File: src/rtl/dbg_pkg.sv
// -----------------------------------------------------------------------------
// dbg_pkg
// Shared definitions for the UART debug register-bus initiator:
//   - command opcodes and response bytes exchanged over the UART
//   - register bus address/data widths
//   - state enums for the command FSM and the byte receiver
// -----------------------------------------------------------------------------
package dbg_pkg;

  localparam int AddrW = 32;
  localparam int DataW = 32;

  localparam logic [7:0] OpWrite = 8'h57;  // 'W'
  localparam logic [7:0] OpRead  = 8'h52;  // 'R'
  localparam logic [7:0] RspAck  = 8'h4B;  // 'K'
  localparam logic [7:0] RspErr  = 8'h45;  // 'E'

  typedef enum logic [2:0] {
    StCmd,
    StAddr,
    StWdata,
    StBus,
    StResp
  } cmd_state_e;

  typedef enum logic [1:0] {
    RxIdle,
    RxStart,
    RxData,
    RxStop
  } rx_state_e;

  function automatic logic is_valid_op(input logic [7:0] op);
    return (op == OpWrite) || (op == OpRead);
  endfunction

endpackage

File: src/rtl/dbg_uart_phy.sv
// -----------------------------------------------------------------------------
// dbg_uart_phy
// Byte-level 8N1 UART receiver and transmitter, LSB first, c_baud_cyc clocks
// per bit on both directions.
// Ports:
//   i_clk, i_rst_n         clock, asynchronous active-low reset
//   c_baud_cyc             clocks per bit (static, 2..255)
//   i_uart_rx              asynchronous serial input, idle high
//   o_uart_tx              serial output, idle high
//   o_rx_valid/o_rx_data   one-cycle pulse with a correctly framed byte
//   o_rx_ferr              one-cycle pulse when a stop bit was sampled low
//   i_tx_valid/i_tx_data   byte to send, accepted when o_tx_ready is high
//   o_tx_ready             TX idle, or in the last clock of a stop bit
// -----------------------------------------------------------------------------
module dbg_uart_phy
  import dbg_pkg::*;
#(
  parameter int BaudW = 8
) (
  input  logic             i_clk,
  input  logic             i_rst_n,
  input  logic [BaudW-1:0] c_baud_cyc,
  input  logic             i_uart_rx,
  output logic             o_uart_tx,
  output logic             o_rx_valid,
  output logic [7:0]       o_rx_data,
  output logic             o_rx_ferr,
  input  logic             i_tx_valid,
  input  logic [7:0]       i_tx_data,
  output logic             o_tx_ready
);

  logic             r_rx_s1, r_rx_s2, r_rx_prev;
  rx_state_e        r_rx_state, w_rx_next;
  logic [BaudW-1:0] r_rx_cnt;
  logic [2:0]       r_rx_bit;
  logic [7:0]       r_rx_shift;
  logic             r_rx_valid, r_rx_ferr;
  logic             w_rx_fall, w_rx_zero;
  logic [BaudW-1:0] w_baud_last, w_half_last;

  logic [9:0]       r_tx_frame;
  logic [3:0]       r_tx_bits;
  logic [BaudW-1:0] r_tx_cnt;
  logic             r_tx_busy;
  logic             w_tx_last, w_tx_ready;

  assign w_baud_last = c_baud_cyc - BaudW'(1);
  assign w_half_last = (c_baud_cyc >> 1) - BaudW'(1);
  assign w_rx_fall   = r_rx_prev & ~r_rx_s2;
  assign w_rx_zero   = (r_rx_cnt == '0);

  // Two-flop synchronizer plus one history flop for falling-edge detection.
  always_ff @(posedge i_clk or negedge i_rst_n) begin
    if (!i_rst_n) begin
      r_rx_s1   <= 1'b1;
      r_rx_s2   <= 1'b1;
      r_rx_prev <= 1'b1;
    end else begin
      r_rx_s1   <= i_uart_rx;
      r_rx_s2   <= r_rx_s1;
      r_rx_prev <= r_rx_s2;
    end
  end

  // Receiver state register.
  always_ff @(posedge i_clk or negedge i_rst_n) begin
    if (!i_rst_n) r_rx_state <= RxIdle;
    else          r_rx_state <= w_rx_next;
  end

  // A start bit that is high again at mid-bit was a glitch: back to idle.
  always_comb begin
    w_rx_next = r_rx_state;
    case (r_rx_state)
      RxIdle:  if (w_rx_fall) w_rx_next = RxStart;
      RxStart: if (w_rx_zero) w_rx_next = r_rx_s2 ? RxIdle : RxData;
      RxData:  if (w_rx_zero && (r_rx_bit == 3'd7)) w_rx_next = RxStop;
      RxStop:  if (w_rx_zero) w_rx_next = RxIdle;
      default: w_rx_next = RxIdle;
    endcase
  end

  // Bit timing and data capture; every later sample lands mid-bit because
  // the first wait is half a bit.
  always_ff @(posedge i_clk or negedge i_rst_n) begin
    if (!i_rst_n) begin
      r_rx_cnt   <= '0;
      r_rx_bit   <= '0;
      r_rx_shift <= '0;
      r_rx_valid <= 1'b0;
      r_rx_ferr  <= 1'b0;
    end else begin
      r_rx_valid <= 1'b0;
      r_rx_ferr  <= 1'b0;
      case (r_rx_state)
        RxIdle: if (w_rx_fall) r_rx_cnt <= w_half_last;
        RxStart: begin
          if (w_rx_zero) begin
            r_rx_cnt <= w_baud_last;
            r_rx_bit <= '0;
          end else begin
            r_rx_cnt <= r_rx_cnt - BaudW'(1);
          end
        end
        RxData: begin
          if (w_rx_zero) begin
            r_rx_shift <= {r_rx_s2, r_rx_shift[7:1]};
            r_rx_bit   <= r_rx_bit + 3'd1;
            r_rx_cnt   <= w_baud_last;
          end else begin
            r_rx_cnt <= r_rx_cnt - BaudW'(1);
          end
        end
        RxStop: begin
          if (w_rx_zero) begin
            r_rx_valid <= r_rx_s2;
            r_rx_ferr  <= ~r_rx_s2;
          end else begin
            r_rx_cnt <= r_rx_cnt - BaudW'(1);
          end
        end
        default: ;
      endcase
    end
  end

  assign o_rx_valid = r_rx_valid;
  assign o_rx_data  = r_rx_shift;
  assign o_rx_ferr  = r_rx_ferr;

  // Ready during the stop bit's last clock lets the next start bit follow
  // with no idle gap.
  assign w_tx_last  = r_tx_busy && (r_tx_cnt == '0) && (r_tx_bits == '0);
  assign w_tx_ready = ~r_tx_busy | w_tx_last;

  // Transmitter: shifts a {stop, data, start} frame out LSB first, filling
  // with ones so the line rests high once the frame is gone.
  always_ff @(posedge i_clk or negedge i_rst_n) begin
    if (!i_rst_n) begin
      r_tx_frame <= '1;
      r_tx_bits  <= '0;
      r_tx_cnt   <= '0;
      r_tx_busy  <= 1'b0;
    end else if (w_tx_ready && i_tx_valid) begin
      r_tx_frame <= {1'b1, i_tx_data, 1'b0};
      r_tx_bits  <= 4'd9;
      r_tx_cnt   <= w_baud_last;
      r_tx_busy  <= 1'b1;
    end else if (r_tx_busy) begin
      if (r_tx_cnt == '0) begin
        if (r_tx_bits == '0) begin
          r_tx_busy <= 1'b0;
        end else begin
          r_tx_frame <= {1'b1, r_tx_frame[9:1]};
          r_tx_bits  <= r_tx_bits - 4'd1;
          r_tx_cnt   <= w_baud_last;
        end
      end else begin
        r_tx_cnt <= r_tx_cnt - BaudW'(1);
      end
    end
  end

  assign o_uart_tx  = r_tx_frame[0];
  assign o_tx_ready = w_tx_ready;

endmodule

File: src/rtl/dbg_uart_master.sv
// -----------------------------------------------------------------------------
// dbg_uart_master
// UART-controlled initiator on the enable/ready register bus. Accepts
// 'W' + addr[4] + data[4] or 'R' + addr[4] (MSB first), performs one bus
// transfer and answers 'K' (write), 4 data bytes MSB first (read) or 'E'
// (unknown opcode, no transfer).
// Ports:
//   i_clk, i_rst_n         clock, asynchronous active-low reset
//   c_baud_cyc             clocks per UART bit (static, 2..255)
//   i_uart_rx, o_uart_tx   serial link, idle high
//   o_penable              transfer request, high while in the bus phase
//   o_pwrite/o_paddr/o_pwdata   transfer attributes, held while o_penable
//   i_pready, i_prdata     responder completion and read data
// -----------------------------------------------------------------------------
module dbg_uart_master
  import dbg_pkg::*;
#(
  parameter int BaudW = 8
) (
  input  logic             i_clk,
  input  logic             i_rst_n,
  input  logic [BaudW-1:0] c_baud_cyc,
  output logic             o_uart_tx,
  input  logic             i_uart_rx,
  output logic             o_penable,
  output logic             o_pwrite,
  output logic [AddrW-1:0] o_paddr,
  output logic [DataW-1:0] o_pwdata,
  input  logic             i_pready,
  input  logic [DataW-1:0] i_prdata
);

  logic       w_rx_valid, w_rx_ferr, w_tx_valid, w_tx_ready;
  logic [7:0] w_rx_data, w_tx_data;

  cmd_state_e       r_state, w_next;
  logic [1:0]       r_cnt;
  logic             r_write;
  logic [AddrW-1:0] r_addr;
  logic [DataW-1:0] r_wdata;
  logic [DataW-1:0] r_resp;
  logic [2:0]       r_resp_left;

  dbg_uart_phy #(.BaudW(BaudW)) u_phy (
    .i_clk      (i_clk),
    .i_rst_n    (i_rst_n),
    .c_baud_cyc (c_baud_cyc),
    .i_uart_rx  (i_uart_rx),
    .o_uart_tx  (o_uart_tx),
    .o_rx_valid (w_rx_valid),
    .o_rx_data  (w_rx_data),
    .o_rx_ferr  (w_rx_ferr),
    .i_tx_valid (w_tx_valid),
    .i_tx_data  (w_tx_data),
    .o_tx_ready (w_tx_ready)
  );

  // Command FSM state register.
  always_ff @(posedge i_clk or negedge i_rst_n) begin
    if (!i_rst_n) r_state <= StCmd;
    else          r_state <= w_next;
  end

  // Bytes arriving in BUS or RESP are simply not looked at. RESP ends only
  // when the last byte's stop bit finishes, i.e. when the TX is ready again.
  always_comb begin
    w_next = r_state;
    case (r_state)
      StCmd: begin
        if (w_rx_valid) w_next = is_valid_op(w_rx_data) ? StAddr : StResp;
      end
      StAddr: begin
        if (w_rx_ferr)                           w_next = StCmd;
        else if (w_rx_valid && (r_cnt == 2'd3))  w_next = r_write ? StWdata : StBus;
      end
      StWdata: begin
        if (w_rx_ferr)                           w_next = StCmd;
        else if (w_rx_valid && (r_cnt == 2'd3))  w_next = StBus;
      end
      StBus: begin
        if (i_pready) w_next = StResp;
      end
      StResp: begin
        if ((r_resp_left == '0) && w_tx_ready) w_next = StCmd;
      end
      default: w_next = StCmd;
    endcase
  end

  // Assembly registers and response shifter. Address and data shift in
  // MSB first; after four bytes the previous contents are fully replaced.
  always_ff @(posedge i_clk or negedge i_rst_n) begin
    if (!i_rst_n) begin
      r_cnt       <= '0;
      r_write     <= 1'b0;
      r_addr      <= '0;
      r_wdata     <= '0;
      r_resp      <= '0;
      r_resp_left <= '0;
    end else begin
      case (r_state)
        StCmd: begin
          if (w_rx_valid) begin
            if (is_valid_op(w_rx_data)) begin
              r_write <= (w_rx_data == OpWrite);
              r_cnt   <= '0;
            end else begin
              r_resp      <= {RspErr, {(DataW-8){1'b0}}};
              r_resp_left <= 3'd1;
            end
          end
        end
        StAddr: begin
          if (w_rx_ferr) begin
            r_cnt <= '0;
          end else if (w_rx_valid) begin
            r_addr <= {r_addr[AddrW-9:0], w_rx_data};
            r_cnt  <= r_cnt + 2'd1;
          end
        end
        StWdata: begin
          if (w_rx_ferr) begin
            r_cnt <= '0;
          end else if (w_rx_valid) begin
            r_wdata <= {r_wdata[DataW-9:0], w_rx_data};
            r_cnt   <= r_cnt + 2'd1;
          end
        end
        StBus: begin
          if (i_pready) begin
            if (r_write) begin
              r_resp      <= {RspAck, {(DataW-8){1'b0}}};
              r_resp_left <= 3'd1;
            end else begin
              r_resp      <= i_prdata;
              r_resp_left <= 3'd4;
            end
          end
        end
        StResp: begin
          if (w_tx_valid && w_tx_ready) begin
            r_resp      <= {r_resp[DataW-9:0], 8'h00};
            r_resp_left <= r_resp_left - 3'd1;
          end
        end
        default: ;
      endcase
    end
  end

  assign w_tx_valid = (r_state == StResp) && (r_resp_left != '0);
  assign w_tx_data  = r_resp[DataW-1:DataW-8];

  assign o_penable = (r_state == StBus);
  assign o_pwrite  = r_write;
  assign o_paddr   = r_addr;
  assign o_pwdata  = r_wdata;

endmodule

File: config.mk
export PLATFORM = sky130hd
export DESIGN_NAME = dbg_uart_master
export DESIGN_NICKNAME = d
export VERILOG_FILES = /design/src/rtl/dbg_pkg.sv /design/src/rtl/dbg_uart_phy.sv /design/src/rtl/dbg_uart_master.sv
export SDC_FILE = /design/constraint.sdc
export NUM_CORES = 1
export LEC_CHECK = 0
export CAP_MARGIN = 20
export CORE_AREA = 2 2 147 135
export CTS_BUF_LIST = sky130_fd_sc_hd__clkbuf_8
export DETAILED_ROUTE_END_ITERATION = 10
export DIE_AREA = 0 0 149 137
export GPL_TIMING_DRIVEN = 0
export PLACE_DENSITY_LB_ADDON = 0.12
export SYNTH_ARGS = -nofsm -noshare
export SYNTH_HDL_FRONTEND = slang
export SYNTH_HIERARCHICAL = 1
export SYNTH_SLANG_ARGS = --single-unit
File: constraint.sdc
create_clock -name i_clk -period 3.01 [get_ports i_clk]
set_input_delay 0.602 -clock i_clk [delete_from_list [all_inputs] [get_ports i_clk]]
set_output_delay 0.602 -clock i_clk [all_outputs]
set_load 0.05 [all_outputs]
==> flow_summary_export.csv <==
group,metric,value,unit
outcome,status,"completed",
clock_network,clk_path_buf_depth,2,
setup_path,crit_end,"r_resp[22]",
setup_path,cp_num_cells,12,
drt,vias_per_cell,5.19,
synth,seq_area_frac_synth,51.8,%
layout,sequential_cell_area,3840,um2
die,fp.dieH,137,um
clock_network,ctsRootBufferMaster,"clkbuf_8",
min_path,hold_class,"primary input to async pin",
drt,antenna_left,0,
grt,groute.layer.met3.usage,3.67,%
drt,drtIter0Drc,339,
setup_path,cp-end-kind,"register",
setup_path,cp.buffers_inverters,5,
synth,yosys_warnings,6,
setup_path,r2r_end,"r_resp[22]",
grt,busiest_layer,"met2",
clock_network,cts_tree,"done",
layout,final_common_cell,"dfrtp_1",
drt,num_vias,5526,
layout,layout_common_cells,"dfrtp_1, clkdlybuf4s50_1, nand2_1",
setup_path,crit_type,"register to register",
synth,synth-main-ff-cell,"dfrtp_1",
layout,design_area,9250,um2
clock_network,clk_pin_slew,100,ps
drt,firstDrtPassIters,5,
die,die_area,20400,um2
synth,syn_inst,670,
sta,hold_viol,0,
setup_path,reg2reg_from,"u_phy/r_tx_cnt[0]",
setup_path,start_kind,"register",
layout,syn2layout_area_growth,24.7,%
pwr,total_leakage_power,4.06,nW
clock_network,clock-sinks,153,
synth,synth_nets,731,
sta,tightest_slew,824,ps
synth,avgSynthCellArea,11.1,um2
sta,clock_skew,16.5,ps
grt,grt_util_met2,26.4,%
grt,grt_max_degree,104,
layout,fillers,1777,
pwr,power_density,625,nW/um2
setup_path,startpoint,"u_phy/r_tx_cnt[0]",
placement,numPortBuffers,108,
sta,slew_headroom,44.6,%
layout,drive_above_1_share,20.3,%
synth,syn_area,7410,um2
drt,drc,0,
sta,fmax,355,MHz
drt,post_drt_wl_per_cell,16.0,um
job,max_cap_viol_count,0,
placement,place_area,8840,um2
setup_path,critPathMaxStageDelay,440,ps
setup_path,reg2reg_depth,12,
setup_path,r2r_setup_slack,200,ps
grt,grt.met1_usage,24.8,%
grt,track_usage,17.3,%
sta,slew_viol_final,0,
grt,grt_pass1_vias,5509,
placement,gp_congestion,0.825,
layout,nets,862,
setup_path,cp.required,3340,ps
pwr,peakVddDrop,0.426,mV
placement,dpl.hpwl,12300,um
setup_path,crit_path_cell_trace,"inv_1 > ha_1 > or4b_1 > buf_2 > o31ai_4 > inv_1 > o32ai_4 > nand3_2 > buf_6 > buf_6 > nand2_1 > o21ai_1",
synth,ys_types,74,
sta,whs,75.9,ps
die,die_w,149,um
sta,fin_crit_sh,93.5,%
clock_network,cts_max_level,4,
sta,setup_viol_count_final,0,
synth,ys_seq_elements,153,
clock_network,hold_buffers,0,
drt,wirelength,17000,um
die,io_pins,111,
die,core_area,18900,um2
layout,diodes,0,
synth,async_flop_share,100,%
grt,grt_pass1_wl,28000,um
grt,overflow,0,
sta,period_needed,2810,ps
setup_path,slowest_stage,"or4b_1",
clock_network,clock_latency,460,ps
setup_path,crit_family,"buffers and inverters",
setup_path,crit_fanout,10,
die,rows,48,
clock_network,cts_inserted_buffers,17,
sta,rsz0062_at_grt,"false",
synth,synth_edf_count,0,
grt,antenna_found_initial,0,
setup_path,critPathArrivalTime,3150,ps
die,start_util,39.3,%
layout,multiInputGateArea,3250,um2
sta,tns,0,ps
[cells in the mapped netlist (3+ instances only)]
cell type / count / area share [%]
a22oi_1: 20 / 2.0
a21oi_1: 31 / 2.1
nor2_1: 30 / 1.5
o21ai_1: 31 / 2.1
ha_1: 17 / 2.9
o31ai_1: 6 / 0.61
a21o_1: 4 / 0.41
dfstp_2: 12 / 4.3
and3_1: 3 / 0.25
a221oi_1: 3 / 0.35
dfrtp_1: 141 / 48
nand2_1: 73 / 3.7
a31oi_1: 5 / 0.42
mux2_1: 3 / 0.46
and2_1: 5 / 0.42
nand2b_1: 5 / 0.42
o21ai_0: 30 / 2.0
nor3_1: 15 / 1.0
buf_6: 7 / 1.1
o22ai_1: 6 / 0.51
buf_2: 13 / 0.88
nor4_1: 3 / 0.25
nand3_1: 8 / 0.54
mux2_2: 69 / 10
clkbuf_1: 10 / 0.51
mux2i_1: 12 / 1.6
nor3b_1: 3 / 0.30
a32o_1: 6 / 0.81
nor2b_1: 3 / 0.25
inv_1: 26 / 1.3
xor2_1: 5 / 0.59
xnor2_1: 10 / 1.2
[cell families after synthesis]
logic type | count (synthesis) | synth area share, %
mux | 84 | 12.6
xor+xnor | 16 | 1.99
simple gates | 173 | 11.8
compound gates | 165 | 14.6
flops | 153 | 51.8
buf+inv | 62 | 4.35
fa+ha+maj | 17 | 2.87
[through the flow]
stage | power (mW) | instances | util, % | worst slack [ps]
6_report | 5.78 | 1064 | 49.0 | 196
5_1_grt | 6.17 | 1064 | 49.0 | 6.28
4_1_cts | 5.84 | 1061 | 48.9 | 61.0
3_5_place_dp | 4.29 | 1029 | 46.9 | 93.4
3_3_place_gp | 4.26 | 1028 | 46.7 | -4910
2_1_floorplan | 3.79 | 670 | - | 440
[layout make-up]
class | count | area share, %
plain buffers | 35 | 2.40
clock buffers | 17 | 2.53
clock inverters | 15 | 1.64
inverters | 27 | 1.10
multi-input cells | 455 | 35.1
flip-flops and latches | 153 | 41.6
well taps | 250 | 3.38
repair buffers | 112 | 12.3
[per-layer routing]
| metal | vias to the layer above | wire length (um) |
|---|---|---|
| met5 | - | 0 |
| met4 | 0 | 202 |
| met3 | 18 | 859 |
| met2 | 136 | 7700 |
| met1 | 2713 | 8240 |
| li1 | 2659 | - |
[power by group]
part	switching, mW	leakage, nW	internal (mW)
Clock	0.899	0.190	0.617
Combinational	1.02	1.83	0.694
Sequential	0.216	2.03	2.34
[registers in the layout, indices dropped and copies added (netlist names), 2 cells and up, named ones only]
register	flops
u_phy/o_rx_data	8
u_phy/r_rx_cnt	8
r_resp	32
r_cnt	2
u_phy/r_rx_bit	3
o_paddr	32
r_resp_left	3
u_phy/r_tx_frame	9
u_phy/r_tx_bits	4
r_state	3
o_pwdata	32
u_phy/r_tx_cnt	8
[how the worst min path moves through the flow]
stage | startpoint | end | slack [ps]
final | i_rst_n | u_phy/r_rx_cnt[4] | 80
after global routing | i_rst_n | u_phy/r_rx_cnt[3] | 90
after CTS | i_rst_n | u_phy/r_rx_cnt[3] | 70
after detailed placement | u_phy/r_rx_s1 | u_phy/r_rx_s2 | 350
after global placement | u_phy/r_rx_s1 | u_phy/r_rx_s2 | 350
after floorplan | i_rst_n | o_paddr[0] | 310
[timing repair]
action | CTS | global route
setup buffers | 0 | 3
setup endpoints to repair | 0 | 26
resized for setup | 0 | 1
Power figures use the tool's default switching activity.
